**config.mk**
```make
export PLATFORM = sky130hd
export DESIGN_NAME = sync_debounce
export DESIGN_NICKNAME = d
export VERILOG_FILES = /design/src/rtl/sync_pkg.sv /design/src/rtl/sync_debounce_channel.sv /design/src/rtl/sync_debounce.sv
export SDC_FILE = /design/constraint.sdc
export NUM_CORES = 1
export LEC_CHECK = 0
export BUFFER_PORTS_ARGS = -buffer_cell sky130_fd_sc_hd__clkbuf_2
export CORE_AREA = 2 2 39 41
export CTS_CLUSTER_SIZE = 25
export DETAILED_ROUTE_END_ITERATION = 16
export DIE_AREA = 0 0 41 43
export PLACE_DENSITY_LB_ADDON = 0.08
export SLEW_MARGIN = 25
export SYNTH_ARGS = -nofsm -noshare
export SYNTH_HDL_FRONTEND = slang
export SYNTH_SLANG_ARGS = --single-unit
export TNS_END_PERCENT = 1
```
**constraint.sdc**
```tcl
create_clock -name i_clk -period 0.8 [get_ports i_clk]
set_clock_uncertainty 0.05 [all_clocks]
set_input_delay 0.16 -clock i_clk [delete_from_list [all_inputs] [get_ports i_clk]]
set_output_delay 0.16 -clock i_clk [all_outputs]
set_load 0.03 [all_outputs]
```
**src/rtl/sync_pkg.sv**
```systemverilog
// Shared constants and helpers for the sync_debounce input conditioner.
package sync_pkg;

    localparam int c_MIN_STAGES = 2;

    // Counter width is ceil(log2(depth)) but never narrower than one bit.
    function automatic int cnt_width(input int depth);
        int w;
        w = $clog2(depth);
        return (w < 1) ? 1 : w;
    endfunction

endpackage

```
**src/rtl/sync_debounce_channel.sv**
```systemverilog
// One channel: synchronizer chain, stability counter and output/strobe registers.
// Strobe registers exist only when SYNC_DEBOUNCE_EDGE_EN is defined.
module sync_debounce_channel
    import sync_pkg::*;
#(
    parameter int p_STAGES          = 2,
    parameter int p_DEBOUNCE_CYCLES = 4
) (
    input  logic i_clk,
    input  logic i_rst,
    input  logic i_input,
    output logic o_output,
    output logic o_rise,
    output logic o_fall
);

    localparam int                lp_CW      = cnt_width(p_DEBOUNCE_CYCLES);
    localparam logic [lp_CW-1:0]  lp_CNT_MAX = lp_CW'(p_DEBOUNCE_CYCLES - 1);

    logic [p_STAGES-1:0] r_sync;
    logic [lp_CW-1:0]    r_cnt;
    logic                r_output;
    logic                w_s;
    logic                w_differ;
    logic                w_accept;

    always_ff @(posedge i_clk) begin
        if (i_rst) begin
            r_sync <= '0;
        end else begin
            r_sync <= {r_sync[p_STAGES-2:0], i_input};
        end
    end

    assign w_s      = r_sync[p_STAGES-1];
    assign w_differ = (w_s != r_output);
    assign w_accept = w_differ && (r_cnt == lp_CNT_MAX);

    // A return to the current level discards any partial count.
    always_ff @(posedge i_clk) begin
        if (i_rst) begin
            r_cnt    <= '0;
            r_output <= 1'b0;
        end else if (!w_differ) begin
            r_cnt    <= '0;
        end else if (w_accept) begin
            r_cnt    <= '0;
            r_output <= w_s;
        end else begin
            r_cnt    <= r_cnt + 1'b1;
        end
    end

    assign o_output = r_output;

`ifdef SYNC_DEBOUNCE_EDGE_EN
    logic r_rise;
    logic r_fall;

    always_ff @(posedge i_clk) begin
        if (i_rst) begin
            r_rise <= 1'b0;
            r_fall <= 1'b0;
        end else begin
            r_rise <= w_accept &  w_s;
            r_fall <= w_accept & ~w_s;
        end
    end

    assign o_rise = r_rise;
    assign o_fall = r_fall;
`else
    assign o_rise = 1'b0;
    assign o_fall = 1'b0;
`endif

endmodule

```
**src/rtl/sync_debounce.sv**
```systemverilog
// Multi-channel synchronizer plus debounce filter; edge strobes gated by
// SYNC_DEBOUNCE_EDGE_EN (ports always present, tied low when undefined).
module sync_debounce
    import sync_pkg::*;
#(
    parameter int p_WIDTH           = 1,
    parameter int p_STAGES          = 2,
    parameter int p_DEBOUNCE_CYCLES = 4
) (
    input  logic               i_clk,
    input  logic               i_rst,
    input  logic [p_WIDTH-1:0] iv_input,
    output logic [p_WIDTH-1:0] ov_output,
    output logic [p_WIDTH-1:0] ov_rise,
    output logic [p_WIDTH-1:0] ov_fall
);

    if (p_STAGES < c_MIN_STAGES || p_DEBOUNCE_CYCLES < 1) begin : g_param_check
        $fatal(1, "sync_debounce: p_STAGES must be >= 2 and p_DEBOUNCE_CYCLES >= 1");
    end

    for (genvar g = 0; g < p_WIDTH; g++) begin : g_chan
        sync_debounce_channel #(
            .p_STAGES          (p_STAGES),
            .p_DEBOUNCE_CYCLES (p_DEBOUNCE_CYCLES)
        ) u_chan (
            .i_clk    (i_clk),
            .i_rst    (i_rst),
            .i_input  (iv_input[g]),
            .o_output (ov_output[g]),
            .o_rise   (ov_rise[g]),
            .o_fall   (ov_fall[g])
        );
    end

endmodule
```
==> reports/qor.yml, run 1 <==
grt_pass1_wl_um: 483
finalPower_mw: 0.580
cp_top_family: "flip-flops"
path_max_fanout: 3
hold_class: "input pin to register"
syn_area_um2: 188
antenna_found_initial: 0
drt_iter0_drc: 2
cts_num_sinks: 5
htreeDepth: 1
clk_pin_slew_ns: 0.04
area_delta_synth_final_pct: 54.0
die_h_um: 43
worst-setup-path-type: "register to output port"
hold_violations: 0
cp.required_ns: 0.59
cp_num_buf_inv: 1
yosysWarnings: 0
portBuffers: 3
whs_ns: 0.0762
placed_cell_area_um2: 230
rr_worst_depth: 3
cp.arrival_ns: 0.73
worstPathCellList: "buf_8"
postRouteAntennaNets: 0
worst_slack_ns: -0.136
syn_area_per_cell_um2: 11.7
grt_pass1_vias: 120
end_kind: "output port"
worst_r2r_endpoint: "g_chan[0].u_chan.o_output"
maxCapViolCount: 0
grt_max_degree: 6
die-area_um2: 1760
start_util_pct: 13.6
grt-ovfl-total: 0
cp_slowest_stage_delay_ns: 0.36
max_freq_mhz: 1070
drt-wirelength-per-cell_um: 7.71
power_density_nw_per_um2: 2010
num-nets-final: 27
antenna_cells: 0
syn_inst: 16
drtPass1Iterations: 2
rrSetupSlack_ns: -0.11
cts_hold_buf: 0
synth_seq_area_share_pct: 53.3
io_pins: 6
viasPerCell: 3.24
worstReg2RegStart: "g_chan[0].u_chan.r_cnt[0]"
drive_gt1_share_pct: 59.1
cts_buffers: 3
core-area_um2: 1380
p_leak_nw: 0.101
rows: 14
postCtsSetupBuffers: 0
track_usage_pct: 4.82
start_kind: "register"
holdPathEnd: "g_chan[0].u_chan.r_sync[0]"
root_buffer: "clkbuf_4"
ys_types: 10
clk_path_buf_depth: 2
fin_area_um2: 289
clock_latency_ns: 0.24
vias: 123
failed_checks: "negative setup slack"
whs_path_depth: 2
final-setup-viol-count: 4
die_x_um: 41
status: "finished with violations"
place.gp.congestion: 0.557
vdd_ir_drop_max_v: 0.000594
drc: 0
post-route-period-util_pct: 117
rsz0062_at_grt: "true"
drt-total-wl_um: 293
slew_violations: 0
hp-start: "iv_input"
crit_slowest_cell: "dfxtp_4"
fin_crit_ns: 0.936
synth-seq-cells: 5
cts_tree: "yes"
-- cell usage after synthesis (all sizes together) --
cell | count | share of area [%]
buf | 2 | 8.0
conb | 1 | 2.0
dfxtp | 5 | 53
ha | 1 | 6.7
mux2i | 1 | 5.3
nor2 | 1 | 2.0
nor2b | 2 | 6.7
nor4 | 1 | 3.3
nor4b | 1 | 8.0
xnor2 | 1 | 4.7
-- placed cells by master (no fill, tap or decap) --
master / netlist / layout
clkbuf_2: 0 / 2
dfxtp_1: 5 / 2
dfxtp_2: 0 / 2
conb_1: 1 / 2
mux2i_1: 1 / 1
nor2_1: 1 / 1
dfxtp_4: 0 / 1
clkbuf_4: 0 / 3
nor4b_4: 0 / 1
clkbuf_1: 0 / 1
buf_8: 0 / 1
xnor2_2: 0 / 1
nor4_2: 0 / 1
nor2b_1: 2 / 2
ha_4: 0 / 1
-- area by class of cell --
cell class | count | area [µm²]
Clock buffer | 4 | 26.3
Timing Repair Buffer | 3 | 25.0
Sequential cell | 5 | 106
Tap cell | 16 | 20.0
Fill cell | 154 | 1090
Multi-Input combinational cell | 10 | 111
-- power breakdown --
| part | internal (mW) | leakage (nW) | switching [mW] |
|---|---|---|---|
| registers | 0.253 | 0.0426 | 0.00421 |
| logic | 0.0111 | 0.0435 | 0.0219 |
| clock network | 0.188 | 0.0150 | 0.101 |
| total | 0.453 | 0.101 | 0.127 |
-- timing repair --
item,CTS,global route
pin swaps,0,0
setup endpoints to repair,4,4
gates resized for setup,2,4
-- per-stage QoR --
step	TNS, ns	setup WS, ns	std cells	util, %
floorplan	-0.0859	-0.0398	17	-
global placement	-0.187	-0.0919	34	16.6
detailed placement	-0.217	-0.104	34	16.6
CTS	-0.404	-0.163	38	19.2
global route	-0.464	-0.158	38	20.9
finish	-0.371	-0.136	38	20.9
-- per-layer routing --
metal,up-vias,track usage [%],wire [µm]
met4,0,8.00,0
met2,3,5.63,167
met3,0,1.57,16
met1,60,4.84,109
li1,60,-,-
met5,-,0,0
-- cell families after synthesis --
group                    Yosys count  synth area share (%)
AND/OR/NAND/NOR                    5                  20.0
flip-flops                         5                  53.3
buffers and inverters              2                  8.00
XOR/XNOR                           1                  4.67
multiplexers                       1                  5.33
adder cells (fa/ha/maj)            1                  6.67
other                              1                  2.00
-- flip-flops by register name, indices dropped and copies added, names as in the netlist --
register,cells
g_chan.u_chan.r_cnt,2
g_chan.u_chan.o_output,1
g_chan.u_chan.r_sync,2
-- worst max path at each step --
stage,startpoint,end,depth (start not counted)
final,g_chan[0].u_chan.o_output,ov_output,1
after global routing,g_chan[0].u_chan.o_output,ov_output,1
after CTS,g_chan[0].u_chan.o_output,ov_output,1
after floorplan,g_chan[0].u_chan.r_cnt[0],g_chan[0].u_chan.r_cnt[1],2
after global placement,g_chan[0].u_chan.r_cnt[0],g_chan[0].u_chan.r_cnt[1],2
after detailed placement,g_chan[0].u_chan.r_cnt[0],g_chan[0].u_chan.r_cnt[1],2
(Power assumes the default switching activity.)
==> run 2, diff against run 1 <==
BUFFER_PORTS_ARGS = unset   (was -buffer_cell sky130_fd_sc_hd__clkbuf_2)
DONT_BUFFER_PORTS = 1   (was unset)
==> run 2 against run 1 <==
The flow finishes with violations (negative hold slack, negative setup slack). Clock-buffer cell count is the same. Non-clock buffer count shrank 1. Maximum frequency grew 1.7%. Die area is the same. Combinational power shrank 26%. Sequential power is essentially flat. Setup slack gained 0.016 ns. Sequential share of layout area grew 3.7 points. Clock power shrank 3%. Global-route usage is the same.
==> reports/qor.yml, run 2 (synthesis gave the netlist of run 1 again) <==
area_delta_synth_final_pct: 40.0
end_kind: "output port"
power_density_nw_per_um2: 2140
postRouteAntennaNets: 0
cp_top_family: "flip-flops"
drc: 0
critical_path_depth: 1
crit_slowest_cell: "dfxtp_4"
start_kind: "register"
p_leak_nw: 0.0942
cts_buffers: 3
nFillCells: 156
finalSetupTns_ns: -0.329
p_int_mw: 0.450
die_h_um: 43
status: "finished with violations"
hold_class: "input pin to register"
cp.arrival_ns: 0.71
whs_path_depth: 1
htreeDepth: 1
fin_area_um2: 263
grt_pass1_wl_um: 503
p_sw_mw: 0.113
hold_violations: 4
path_max_fanout: 3
grt_pass1_vias: 122
drive_gt1_share_pct: 42.9
post-route-period-util_pct: 115
portBuffers: 0
cp.required_ns: 0.59
place.gp.congestion: 0.577
die-area_um2: 1760
max_freq_mhz: 1090
rows: 14
rrSetupSlack_ns: -0.09
cts_num_sinks: 5
final-setup-viol-count: 4
drtPass1Iterations: 2
clk_pin_slew_ns: 0.04
most-common-layout-cells: "clkbuf_4, nor2b_1, conb_1, dfxtp_2, dfxtp_1"
cp_slowest_stage_delay_ns: 0.34
vdd_ir_drop_max_v: 0.000584
comb_power_share_pct: 4.3
root_buffer: "clkbuf_4"
pwr-share-clk_pct: 50.1
grt-ovfl-total: 0
start_util_pct: 13.6
seq_power_share_pct: 45.6
io_pins: 6
worstPathCellList: "buf_6"
rsz0062_at_grt: "true"
clk_path_buf_depth: 2
drt-wirelength-per-cell_um: 8.24
post-place-ws_ns: -0.0924
postCtsSetupBuffers: 0
worst-setup-path-type: "register to output port"
finalPower_mw: 0.563
slew_violations: 0
drt-total-wl_um: 305
cts_hold_buf: 1
maxCapViolCount: 0
worst_slack_ns: -0.120
core-area_um2: 1380
vias: 117
post-route-util_pct: 19.0
p_sw_share_pct: 20.1
rr_worst_depth: 2
cts_tree: "yes"
failed_checks: "negative hold slack, negative setup slack"
drt_iter0_drc: 1
antenna_found_initial: 0
track_usage_pct: 4.82
placed_cell_area_um2: 223
clock_latency_ns: 0.23
viasPerCell: 3.16
cp_num_buf_inv: 1
grt_max_degree: 6
layout_commonest_cell: "clkbuf_4"
fin_crit_ns: 0.920
num-nets-final: 26
antenna_cells: 0
die_x_um: 41
whs_ns: -0.0667
run 2: cell type report:
class	count	area, µm²	area share, %
Clock buffer	4	26.3	10.0
Tap cell	16	20.0	7.62
Timing Repair Buffer	2	21.3	8.10
Sequential cell	5	106	40.5
Multi-Input combinational cell	10	88.8	33.8
run 2: final timing paths:
| path | from | endpoint |
|---|---|---|
| min | i_rst | g_chan[0].u_chan.o_output |
| max | g_chan[0].u_chan.o_output | ov_output |
| min reg2reg | g_chan[0].u_chan.r_cnt[0] | g_chan[0].u_chan.r_cnt[0] |
| max reg2reg | g_chan[0].u_chan.r_cnt[0] | g_chan[0].u_chan.r_cnt[1] |
run 2: layer usage:
metal | track usage, % | share of wire, % | up-vias
met5 | 0 | 0 | -
met1 | 4.84 | 36 | 56
met2 | 5.31 | 56 | 3
li1 | - | - | 58
met3 | 2.09 | 7.2 | 0
met4 | 8.00 | 0 | 0
run 2: power by group through the flow:
stage,clock (mW),combinational (mW),sequential [mW]
final,0.282,0.0243,0.257
after global routing,0.319,0.0260,0.257
after CTS,0.297,0.0242,0.257
after detailed placement,0,0.0204,0.261
after global placement,0,0.0203,0.261
after floorplan,0,0.0272,0.260
run 2: metrics by stage:
step	std cells	hold slack, ns
2_1_floorplan	17	0.173
3_3_place_gp	32	0.176
3_5_place_dp	32	0.176
4_1_cts	37	-0.0751
5_1_grt	37	-0.0800
6_report	37	-0.0667
run 2: timing repair:
item,in CTS,in global routing
endpoints found under the setup margin,4,4
endpoints found under the hold margin,5,4
gates resized for setup,1,0
pin swaps,0,0
gates cloned,0,0
==> run 3, diff against run 2 <==
SYNTH_HIERARCHICAL = 1   (was unset)
==> run 3 against run 2 <==
The run ends with negative setup slack left. Sequential power barely moved. Clock power about the same. Cell area rose by 10%. Total power rose by 1.3%. Critical endpoint unchanged. Largest cell class unchanged.
==> reports/qor.yml, run 3 <==
synth-seq-cells: 5
clk_path_buf_depth: 2
drt-wirelength-per-cell_um: 6.71
synth_top_area_share_pct: 53.3
yosysWarnings: 6
worstPathCellList: "buf_6"
num-nets-final: 27
clock_latency_ns: 0.23
core-area_um2: 1380
root_buffer: "clkbuf_4"
cp_slowest_stage_delay_ns: 0.36
cts_num_sinks: 5
htreeDepth: 1
die_h_um: 43
cts_tree: "yes"
grt_pass1_wl_um: 455
path_max_fanout: 3
cp.required_ns: 0.59
die_x_um: 41
maxCapViolCount: 0
area_delta_synth_final_pct: 54.0
synth.most_common_cell: "dfxtp_1"
layout_commonest_cell: "clkbuf_4"
hold_class: "input pin to register"
antenna_found_initial: 0
met2_wirelength_um: 146
grt-ovfl-total: 0
cp.arrival_ns: 0.72
p_leak_nw: 0.110
met3_length_um: 13
grt_max_degree: 5
slew_violations: 0
drtPass1Iterations: 1
start_kind: "register"
rsz0062_at_grt: "true"
synth_ff_type: "dfxtp_1"
finalPower_mw: 0.570
synth_top_cell_by_area: "dfxtp_1"
worst-setup-path-type: "register to output port"
nFillCells: 154
synth_seq_area_share_pct: 53.3
post-route-period-util_pct: 117
status: "finished with violations"
final-setup-viol-count: 4
io_pins: 6
failed_checks: "negative setup slack"
power_density_nw_per_um2: 1970
cp_num_buf_inv: 1
ys_types: 10
syn_area_um2: 188
hold_violations: 0
multi_input_area_um2: 103
postRouteAntennaNets: 0
viasPerCell: 3.18
vias: 121
antenna_cells: 0
synthTopCellsByCount: "dfxtp_1, buf_4, nor2b_1"
worst_slack_ns: -0.133
max_freq_mhz: 1070
fin_crit_ns: 0.933
portBuffers: 0
syn_area_per_cell_um2: 11.7
post-route-util_pct: 20.9
ys_async_sr_fraction_pct: 0
track_usage_pct: 4.21
cp_top_family: "flip-flops"
most-common-layout-cells: "clkbuf_4, nor2b_1, conb_1, dfxtp_2, dfxtp_1"
clk_pin_slew_ns: 0.04
synth.area.top_cells: "dfxtp_1, buf_4, nor4b_2"
syn_inst: 16
met1Wirelength_um: 95
drt_iter0_drc: 0
synth_edf_count: 0
cts_buffers: 3
grt_pass1_vias: 138
drc: 0
die-area_um2: 1760
vdd_ir_drop_max_v: 0.000830
seq_area_um2: 106
drt-total-wl_um: 255
topRoutingLayerUsed: "met3"
end_kind: "output port"
finalSetupTns_ns: -0.367
drive_gt1_share_pct: 50.0
rows: 14
start_util_pct: 13.6
final_cells: 38
place_inst: 32
crit_slowest_cell: "dfxtp_4"
place.gp.congestion: 0.529
## run 3: cell counts after synthesis
No cell type changed its count.
## run 3: final cells by class
| type | count | share of cell area, % |
|---|---|---|
| Sequential cell | 5 | 36.8 |
| Timing Repair Buffer | 3 | 11.7 |
| Multi-Input combinational cell | 10 | 35.5 |
| Tap cell | 16 | 6.93 |
| Clock buffer | 4 | 9.09 |
## run 3: per-layer routing
layer | global-route usage [%] | up-vias
met2 | 5.63 | 3
met5 | 0 | -
li1 | - | 62
met4 | 6.00 | 0
met3 | 1.57 | 0
met1 | 3.83 | 56
## run 3: per-stage QoR
step	worst slack [ns]	area, µm²	hold slack [ns]
3_3_place_gp	-0.0843	230	0.174
3_5_place_dp	-0.0989	230	0.180
5_1_grt	-0.155	289	0.282
2_1_floorplan	-0.0397	218	0.173
4_1_cts	-0.148	280	0.380
6_report	-0.133	289	0.258
## run 3: cells by family after synthesis
family	Yosys count	share of synthesized area, %
xor+xnor	1	4.67
mux	1	5.33
simple gates	5	20.0
flops	5	53.3
buf+inv	2	8.00
fa+ha+maj	1	6.67
other cells	1	2.00
## run 3: power by group
part / internal (mW) / leakage [nW] / switching [mW] / total (mW)
sequential: 0.253 / 0.0426 / 0.00390 / 0.257
combinational: 0.0141 / 0.0523 / 0.0200 / 0.0341
clock: 0.188 / 0.0150 / 0.0911 / 0.279
## run 3: final timing paths
path                                                  from                          to  slack (ns)  cells after the start
worst min-delay path                                 i_rst   g_chan[0].u_chan/r_cnt[0]        0.26                      2
worst min register to register  g_chan[0].u_chan/r_sync[0]  g_chan[0].u_chan/r_sync[1]        0.38                      1
worst max-delay path             g_chan[0].u_chan/o_output                   ov_output       -0.13                      1
worst max register to register   g_chan[0].u_chan/r_cnt[0]   g_chan[0].u_chan/o_output       -0.09                      3
## run 3: repair_timing
item	in CTS	in global routing
gates cloned	0	0
hold buffers	2	0
hold endpoints to repair	5	0
buffers inserted	0	0
setup endpoints to repair	4	4
resized for setup	1	2
pin swaps	1	1
